**config.mk**
```make
export PLATFORM = sky130hd
export DESIGN_NAME = vga_timing_gen
export DESIGN_NICKNAME = d
export VERILOG_FILES = /design/src/rtl/vga_pkg.sv /design/src/rtl/vga_delay_line.sv /design/src/rtl/vga_timing_gen.sv
export SDC_FILE = /design/constraint.sdc
export NUM_CORES = 1
export LEC_CHECK = 0
export ABC_AREA = 1
export CAP_MARGIN = 30
export CORE_ASPECT_RATIO = 0.75
export CORE_MARGIN = 1
export CORE_UTILIZATION = 50
export CTS_CLUSTER_SIZE = 10
export DETAILED_ROUTE_END_ITERATION = 6
export GPL_ROUTABILITY_DRIVEN = 0
export PLACE_DENSITY = 0.74
export SETUP_SLACK_MARGIN = 0.15
export SKIP_LAST_GASP = 1
export SLEW_MARGIN = 40
export SYNTH_ARGS = -nofsm -noshare
export SYNTH_HDL_FRONTEND = slang
export SYNTH_SLANG_ARGS = --single-unit
```
**constraint.sdc**
```tcl
create_clock -name clk -period 3.5 [get_ports clk]
set_clock_uncertainty 0.2 [all_clocks]
set_input_delay 0.7 -clock clk [delete_from_list [all_inputs] [get_ports clk]]
set_output_delay 0.7 -clock clk [all_outputs]
set_load 0.005 [all_outputs]
```
**src/rtl/vga_pkg.sv**
```systemverilog
`default_nettype none
// +--------------------------------------------------------------------+
// | vga_pkg: shared timing helpers and 800x600@72 default constants   |
// | Revision: 1.0                                                      |
// +--------------------------------------------------------------------+
package vga_pkg;

  localparam int VGA_H_VIS      = 800;
  localparam int VGA_H_FP       = 56;
  localparam int VGA_H_SYNC     = 120;
  localparam int VGA_H_BP       = 64;
  localparam int VGA_V_VIS      = 600;
  localparam int VGA_V_FP       = 37;
  localparam int VGA_V_SYNC     = 6;
  localparam int VGA_V_BP       = 23;
  localparam int VGA_WIN_X0     = 200;
  localparam int VGA_WIN_X1     = 603;
  localparam int VGA_SCALE_LOG2 = 2;
  localparam int VGA_RD_LAT     = 1;
  localparam int VGA_CW         = 2;
  localparam int VGA_WR_OFS     = 16;
  localparam int VGA_WR_LEN     = 101;

  // Channel position inside a packed {B,G,R} pixel word.
  typedef enum logic [1:0] {
    CH_R = 2'd0,
    CH_G = 2'd1,
    CH_B = 2'd2
  } rgb_chan_e;

  function automatic int timing_total(input int vis, input int fp, input int sync, input int bp);
    return vis + fp + sync + bp;
  endfunction

  function automatic int cnt_w(input int n);
    return (n <= 1) ? 1 : $clog2(n);
  endfunction

endpackage
`default_nettype wire

```
**src/rtl/vga_delay_line.sv**
```systemverilog
`default_nettype none
// +--------------------------------------------------------------------+
// | vga_delay_line: ce-qualified shift register, depth 0 = passthrough |
// | Revision: 1.0                                                      |
// +--------------------------------------------------------------------+
module vga_delay_line #(
  parameter int WIDTH = 1,
  parameter int DEPTH = 1
) (
  input  logic             clk,
  input  logic             rst_n,
  input  logic             ce,
  input  logic [WIDTH-1:0] d,
  output logic [WIDTH-1:0] q
);

  generate
    if (DEPTH == 0) begin : g_pass
      assign q = d;
    end else begin : g_shift
      logic [WIDTH-1:0] stage_q [DEPTH];
      logic [WIDTH-1:0] stage_d [DEPTH];

      always_comb begin
        stage_d = stage_q;
        if (ce) begin
          stage_d[0] = d;
          for (int i = 1; i < DEPTH; i++) begin
            stage_d[i] = stage_q[i-1];
          end
        end
      end

      always_ff @(posedge clk or negedge rst_n) begin
        if (!rst_n) begin
          for (int i = 0; i < DEPTH; i++) begin
            stage_q[i] <= '0;
          end
        end else begin
          stage_q <= stage_d;
        end
      end

      assign q = stage_q[DEPTH-1];
    end
  endgenerate

endmodule
`default_nettype wire

```
**src/rtl/vga_timing_gen.sv**
```systemverilog
`default_nettype none
// +--------------------------------------------------------------------+
// | vga_timing_gen: VGA sync/blanking, scaled framebuffer read address |
// | and blanking write slot, syncs re-aligned to read latency          |
// | Revision: 1.0                                                      |
// +--------------------------------------------------------------------+
module vga_timing_gen
  import vga_pkg::*;
#(
  parameter int H_VIS      = VGA_H_VIS,
  parameter int H_FP       = VGA_H_FP,
  parameter int H_SYNC     = VGA_H_SYNC,
  parameter int H_BP       = VGA_H_BP,
  parameter int V_VIS      = VGA_V_VIS,
  parameter int V_FP       = VGA_V_FP,
  parameter int V_SYNC     = VGA_V_SYNC,
  parameter int V_BP       = VGA_V_BP,
  parameter bit HS_POL     = 1'b1,
  parameter bit VS_POL     = 1'b1,
  parameter int WIN_X0     = VGA_WIN_X0,
  parameter int WIN_X1     = VGA_WIN_X1,
  parameter int SCALE_LOG2 = VGA_SCALE_LOG2,
  parameter int RD_LAT     = VGA_RD_LAT,
  parameter int CW         = VGA_CW,
  parameter int WR_OFS     = VGA_WR_OFS,
  parameter int WR_LEN     = VGA_WR_LEN,
  localparam int RXW       = cnt_w(H_VIS) - SCALE_LOG2,
  localparam int RYW       = cnt_w(V_VIS) - SCALE_LOG2,
  localparam int WXW       = cnt_w(WR_LEN)
) (
  input  logic            clk,
  input  logic            rst,
  input  logic            ce,
  input  logic [3*CW-1:0] pix_in,
  output logic [3*CW-1:0] rgb,
  output logic            hsync,
  output logic            vsync,
  output logic            rd_en,
  output logic [RXW-1:0]  rd_x,
  output logic [RYW-1:0]  rd_y,
  output logic            wr_en,
  output logic [WXW-1:0]  wr_x,
  output logic [RYW-1:0]  wr_y,
  output logic            frame_start,
  output logic            line_start
);

  localparam int H_TOT = timing_total(H_VIS, H_FP, H_SYNC, H_BP);
  localparam int V_TOT = timing_total(V_VIS, V_FP, V_SYNC, V_BP);
  localparam int HW    = cnt_w(H_TOT);
  localparam int VW    = cnt_w(V_TOT);
  localparam int BW    = 1 + RXW + RYW + 1 + WXW + RYW + 1 + 1;

  generate
    if (WIN_X0 < 0 || WIN_X1 >= H_VIS || WIN_X0 > WIN_X1) begin : g_bad_window
      $fatal(1, "vga_timing_gen: display window must lie inside the visible line");
    end
    if (H_FP < 1 || H_SYNC < 1 || H_BP < 1 || V_FP < 1 || V_SYNC < 1 || V_BP < 1) begin : g_bad_porch
      $fatal(1, "vga_timing_gen: every porch and sync width must be at least 1");
    end
    if (RD_LAT < 0) begin : g_bad_lat
      $fatal(1, "vga_timing_gen: RD_LAT must be non-negative");
    end
    if (WR_OFS < 0 || WR_LEN < 1 || WR_OFS + WR_LEN > H_FP + H_SYNC + H_BP) begin : g_bad_slot
      $fatal(1, "vga_timing_gen: write slot must fit inside horizontal blanking");
    end
    if (RXW < 1 || RYW < 1) begin : g_bad_scale
      $fatal(1, "vga_timing_gen: SCALE_LOG2 leaves no address bits");
    end
  endgenerate

  logic [HW-1:0] x_q, x_d;
  logic [VW-1:0] y_q, y_d;

  always_comb begin
    x_d = x_q;
    y_d = y_q;
    if (ce) begin
      if (x_q == HW'(H_TOT - 1)) begin
        x_d = '0;
        y_d = (y_q == VW'(V_TOT - 1)) ? '0 : y_q + VW'(1);
      end else begin
        x_d = x_q + HW'(1);
      end
    end
  end

  always_ff @(posedge clk or negedge rst) begin
    if (!rst) begin
      x_q <= '0;
      y_q <= '0;
    end else begin
      x_q <= x_d;
      y_q <= y_d;
    end
  end

  logic           line_vis, vis, in_win, hs_act, vs_act, wr_win;
  logic [HW-1:0]  win_dx, slot_dx;
  logic [RXW-1:0] rd_x_c;
  logic [RYW-1:0] rd_y_c, wr_y_c;
  logic [WXW-1:0] wr_x_c;

  always_comb begin
    line_vis = y_q < VW'(V_VIS);
    vis      = line_vis && (x_q < HW'(H_VIS));
    in_win   = line_vis && (x_q >= HW'(WIN_X0)) && (x_q <= HW'(WIN_X1));
    hs_act   = (x_q >= HW'(H_VIS + H_FP)) && (x_q < HW'(H_VIS + H_FP + H_SYNC));
    vs_act   = (y_q >= VW'(V_VIS + V_FP)) && (y_q < VW'(V_VIS + V_FP + V_SYNC));
    wr_win   = line_vis && (x_q >= HW'(H_VIS + WR_OFS)) && (x_q < HW'(H_VIS + WR_OFS + WR_LEN));
    win_dx   = x_q - HW'(WIN_X0);
    slot_dx  = x_q - HW'(H_VIS + WR_OFS);
    // Addresses are held at zero outside their strobes so idle buses stay quiet.
    rd_x_c   = in_win ? RXW'(win_dx >> SCALE_LOG2) : '0;
    rd_y_c   = in_win ? RYW'(y_q >> SCALE_LOG2) : '0;
    wr_x_c   = wr_win ? WXW'(slot_dx) : '0;
    wr_y_c   = wr_win ? RYW'(y_q >> SCALE_LOG2) : '0;
  end

  logic [BW-1:0] ctl_next, ctl_out;

  assign ctl_next = {in_win, rd_x_c, rd_y_c, wr_win, wr_x_c, wr_y_c,
                     (x_q == '0) && (y_q == '0), (x_q == '0)};

  vga_delay_line #(.WIDTH(BW), .DEPTH(1)) u_ctl (
    .clk   (clk),
    .rst_n (rst),
    .ce    (ce),
    .d     (ctl_next),
    .q     (ctl_out)
  );

  assign {rd_en, rd_x, rd_y, wr_en, wr_x, wr_y, frame_start, line_start} = ctl_out;

  // One register stage for the read strobe plus RD_LAT for the memory.
  logic [3:0] align_q;

  vga_delay_line #(.WIDTH(4), .DEPTH(1 + RD_LAT)) u_align (
    .clk   (clk),
    .rst_n (rst),
    .ce    (ce),
    .d     ({in_win, vis, hs_act, vs_act}),
    .q     (align_q)
  );

  assign rgb   = (align_q[3] && align_q[2]) ? pix_in : '0;
  assign hsync = align_q[1] ? HS_POL : ~HS_POL;
  assign vsync = align_q[0] ? VS_POL : ~VS_POL;

endmodule
`default_nettype wire

```
[Yosys cells after proc, flatten, opt, wreduce, memory -nomap -nowiden]
Index checks and enable logic that the tools add are counted.
Storage, ports and cells
  output and inout port bits: 43
  register bits after elaboration: 64
  word-level logic and storage cells: 42
Operators by class
  magnitude comparators: 10
  equality and inequality tests: 2
  $add $sub $neg: 4
  reduce and logical (&&, ||, !) cells: 12
  mux-type cells: 9
Operators with widths (count)
  11-bit by 10-bit less-than comparator with 1-bit output, second input constant: 3
  8-bit two-way mux: 3
  11-bit by 10-bit >= comparator with 1-bit output, second input constant: 2
  10-bit less-than comparator, second input constant: 2
  11-bit by 1-bit adder with 11-bit output, second input constant: 1
  11-bit equality test, second input constant: 1
  11-bit by 8-bit >= comparator with 1-bit output, second input constant: 1
  11-bit by 10-bit <= comparator with 1-bit output, second input constant: 1
  11-bit zero test: 1
  11-bit two-way mux: 1
  10-bit by 1-bit adder with 10-bit output, second input constant: 1
  10-bit equality test, second input constant: 1
  10-bit >= comparator, second input constant: 1
  10-bit zero test: 1
  10-bit two-way mux: 1
  10-bit by 8-bit subtractor with 10-bit output, second input constant: 1
  1-bit logical AND: 9
  7-bit two-way mux: 1
  7-bit by 6-bit subtractor with 7-bit output, second input constant: 1
  6-bit two-way mux: 1
  1-bit two-way mux: 2
  2-bit AND reduction: 1

[Logic depth before layout (Yosys ltp)]
  depth after elaboration: 4
  depth in mapped cells: 10

[By module]
A second synthesis with hierarchy kept.
Second synthesis, totals
  cell total of the unflattened synthesis: 505
  area total of the unflattened synthesis: 3887.5 µm²
Modules (own cells, without submodules)
  vga_timing_gen: cells an instance 319, area each 2169.6 µm², instances 1
  vga_delay_line (u_ctl): cells an instance 148, area each 1382.6 µm², instances 1
  vga_delay_line (u_align): cells an instance 38, area each 335.3 µm², instances 1

[Worst setup path before layout]
Ideal clock, no wire load.
  kind: flip-flop to flip-flop
  start point: register x_q[4]
  end point: register u_ctl.g_shift.stage_q (netlist bit u_ctl.q[26])
  arrival time: 1517 ps
  path slack: 1665 ps
  stages on the path, launching flop included: 11
  cells stage by stage: dfrtp_1 > inv_1 > ha_1 > nand2_1 > nand2_1 > nand2_1 > nor2_1 > nor2_4 > buf_6 > nand3_1 > nand2_1
On the way
  word-level cells in the longest chain between the ends: 4
  elaborated cells on any way between the ends: 5
Ends and longest elaborated chain
  start, declared: RTL line vga_timing_gen.sv:72  | logic [HW-1:0] x_q, x_d;
  start signal, assigned: RTL line vga_timing_gen.sv:90  | x_q <= '0;
  start signal, assigned: RTL line vga_timing_gen.sv:93  | x_q <= x_d;
  11-bit by 8-bit >= comparator with 1-bit output: RTL line vga_timing_gen.sv:107  | in_win = line_vis && (x_q >= HW'(WIN_X0)) && (x_q <= HW'(WIN_X1));
  1-bit logical AND: RTL line vga_timing_gen.sv:107
  1-bit logical AND *: RTL line vga_timing_gen.sv:107
  8-bit two-way mux *: RTL line vga_timing_gen.sv:114  | rd_x_c = in_win ? RXW'(win_dx >> SCALE_LOG2) : '0;
  end signal, assigned: RTL line vga_delay_line.sv:40  | stage_q <= stage_d;
  end, declared: RTL line vga_delay_line.sv:21  | logic [WIDTH-1:0] stage_q [DEPTH];
Mark *: on every way between the ends. The rest lies on a longest branch, timed or not.
A chain may end at the register's enable or synchronous reset.

[Final worst setup path]
  start point: input pix_in[4]
  end point: output rgb[4]
On the way
  word-level cells in the longest chain between the ends: 1
Ends and longest elaborated chain
  start, declared: RTL line vga_timing_gen.sv:34  | input logic [3*CW-1:0] pix_in,
  6-bit two-way mux: RTL line vga_timing_gen.sv:146  | assign rgb = (align_q[3] && align_q[2]) ? pix_in : '0;
  end, declared: RTL line vga_timing_gen.sv:35  | output logic [3*CW-1:0] rgb,
No other way between the ends.

==> impl_results.md <==
* Mapped Nets at between 400 and 500
* IO Port Bufs at between 50 and 60
* Async SR Flop Fraction at 1.00
* Max VDD drop at ~400 µV
* Cts repair resizes at 0
* CP max stage delay at 520 ps
* Initial core utilization at 0.522
* Unrepaired setup endpoints after global routing: false
* CP required at approximately 2600 ps
* Cts bufs inserted at 9
* Drt pass-1 iters at 5
* Most common cell in the synthesized netlist: nand2_1
* Grt ovf at 0
* Mapped cell area at approximately 3600 µm²
* Largest net degree at the start of global routing at 64
* Die Area at between 7000 and 8000 µm²
* Fin crit period at about 2700 ps
* Sequential share of the synthesized area at 0.440
* Post-synth EDFFs at 0
* Post-synth top cells: nand2_1, dfrtp_1, nand3_1
* Clock buffer depth at 2
* # fillers at between 500 and 600
* Worst EP arrival at ~1800 ps
* # clock sinks at 63
* Diodes inserted at 0
* Final setup vio count at 0
* Vias per cell at around 5.2
* DR iter-0 viols at 303
* Synth Warn # at 0
* Layout area overhead at 20.1%
* Reg2Reg Launch Point: x_q[4]
* Share of layout cells above drive strength 1 at 0.123
* R2r endpoint: y_q[4]
* Via count at 3151
* H-tree Lvls at 3
* Final Hold Viols at 0
* Antenna violations before repair at 0
* Fin crit share at 0.773
* Worst slew margin at 0.624
* Most used cell, CP: clkdlybuf4s50_1
* TritonCTS clock tree: yes
* Top cell type's share of synthesized area at 0.440
* Clock tree root driver cell: clkbuf_8
* Startpoint Class: primary input
* Crit-path max FO at 1
* Post-route DRC at 0
* Slew @ Worst Pin at roughly 560 ps
* GRT Overall Usage at 0.238
* Hold Crit Class: primary input to async pin
* Post-route antenna net violation count at 0
* Row count at 26
* Outcome: complete, no violations
* Synth unique cells at 34
* Worst-path clk slew at 80 ps
* CP max stage cell: clkdlybuf4s50_1
* TNS Setup at 0 ps
* Post-CTS Setup Inserts at 0
* Post-synthesis cell count at 450
* Post-DP HPWL at approximately 6000 µm
* Fmax at 0.370 GHz
* Die X at ~100 µm
* Leak at about 2.2 nW
* Worst R2R Path Depth at 9
* Pwr dens at slightly below 700 nW/µm²
* Number of placed I/O pins at between 50 and 60
* Worst-skew pair later-pin latency at ~340 ps
* CTS Hold Bufs at 0
* R2r setup slk at between 1000 and 1500 ps
* WL/cell at 14.1 µm
* Post-synthesis register bit count at 63
* Max-Cap Viols at 0
* Mapped Avg Cell Area at roughly 8 µm²
* Nets at 522
* Critical Path Start: pix_in[4]
* CP endpoint kind: output port
* Placeable Area at around 6900 µm²
* Die extent in y at approximately 75 µm
* Vias in the first global route at around 2800
* Final Core Density at 0.627
* Synth Flop Type: dfrtp_1
* Routed WL at 8460 µm
* Fin. max-slew vios at 0
* Global-route wire length before repair at 13700 µm
* Worst path cell trace: clkdlybuf4s50_1, inv_1, nor2_1, clkdlybuf4s50_1
* Synth area leaders: dfrtp_1, nand2_1, nand3_1, ha_1, inv_1
* Yosys top cell by area: dfrtp_1
* CP Class: primary input to output port
-- report_power, final --
| part | switching (mW) | internal [mW] |
|---|---|---|
| Combinational | 0.624 | 0.478 |
| Sequential | 0.282 | 0.932 |
| Clock | 0.304 | 0.329 |
-- cell families (layout without fill, tap and decap cells) --
kind of cell,after synthesis,after routing,share of synthesized area
flops,63,63,0.440
xor+xnor,13,13,0.0318
buf+inv,66,119,0.0900
fa+ha+maj,15,15,0.0523
compound gates,26,26,0.0440
simple gates,267,267,0.342
-- final cells by class --
| class | instances | area [µm²] | area share |
|---|---|---|---|
| Sequential cell | 63 | 1580 | 0.366 |
| Timing Repair Buffer | 56 | 547 | 0.127 |
| Tap cell | 98 | 123 | 0.0285 |
| Inverter | 47 | 178 | 0.0413 |
| Clock inverter | 7 | 72.6 | 0.0169 |
| Multi-Input combinational cell | 321 | 1690 | 0.392 |
| Clock buffer | 9 | 124 | 0.0288 |
-- through the flow --
| step | cells | setup WS (ps) | area [µm²] | hold WS (ps) | power [mW] |
|---|---|---|---|---|---|
| 2_1_floorplan | 450 | 1660 | 3590 | 204 | 1.87 |
| 3_3_place_gp | 585 | 811 | 4110 | 258 | 2.29 |
| 3_5_place_dp | 585 | 789 | 4110 | 259 | 2.31 |
| 4_1_cts | 601 | 784 | 4300 | 278 | 2.95 |
| 5_1_grt | 601 | 737 | 4310 | 267 | 3.16 |
| 6_report | 601 | 796 | 4310 | 221 | 2.95 |
-- registers in the layout, summed over array words and instances, names as in the netlist --
signal,flops
y_q,10
x_q,11
u_ctl.q,34
u_align.g_shift.stage_q,4
u_align.q,4
-- layer usage --
layer | track usage | share of wire | vias to the layer above
met5 | 0 | 0 | -
met4 | 0.0735 | 0.0099 | 0
met3 | 0.0615 | 0.094 | 10
met2 | 0.341 | 0.42 | 157
met1 | 0.354 | 0.48 | 1456
li1 | - | - | 1528
-- critical path: cells and delay by family --
family / cells / cell delay [ps]
buffers and inverters: 3 / 1020
AND/OR/NAND/NOR: 1 / 90
-- worst max-delay path by stage --
stage          slack [ps]          end  depth (start not counted)
2_1_floorplan        1660  u_ctl.q[26]                         10
3_3_place_gp          810       rgb[0]                          4
5_1_grt               740       rgb[0]                          4
3_5_place_dp          790       rgb[4]                          4
4_1_cts               780       rgb[4]                          4
6_report              800       rgb[4]                          4
-- cells in the final DEF (no fill, tap or decap), types with 2 or more instances in the layout --
cell             netlist  final
nand4_1                7      7
xor2_1                12     12
nand2_1              143    143
clkinvlp_4             0      2
clkinv_2               1      3
nand2_4                2      2
o21ai_0               10     10
clkbuf_8               0      9
nor2_1                30     30
nand3_2                7      7
nand3_1               48     48
nand2_2                5      5
nor2_2                 3      3
a21oi_2                2      2
o21ai_2                3      3
o21ai_1                5      5
ha_1                  15     15
inv_2                 12     12
clkdlybuf4s50_1        0     50
nor2_4                 3      3
nor3b_1                2      2
dfrtp_1               63     63
inv_1                 34     34
buf_4                  0      4
nor3_2                 2      2
nor3_1                11     11
nand3b_1               2      2
a21oi_1                2      2
(Power assumes the default switching activity.)
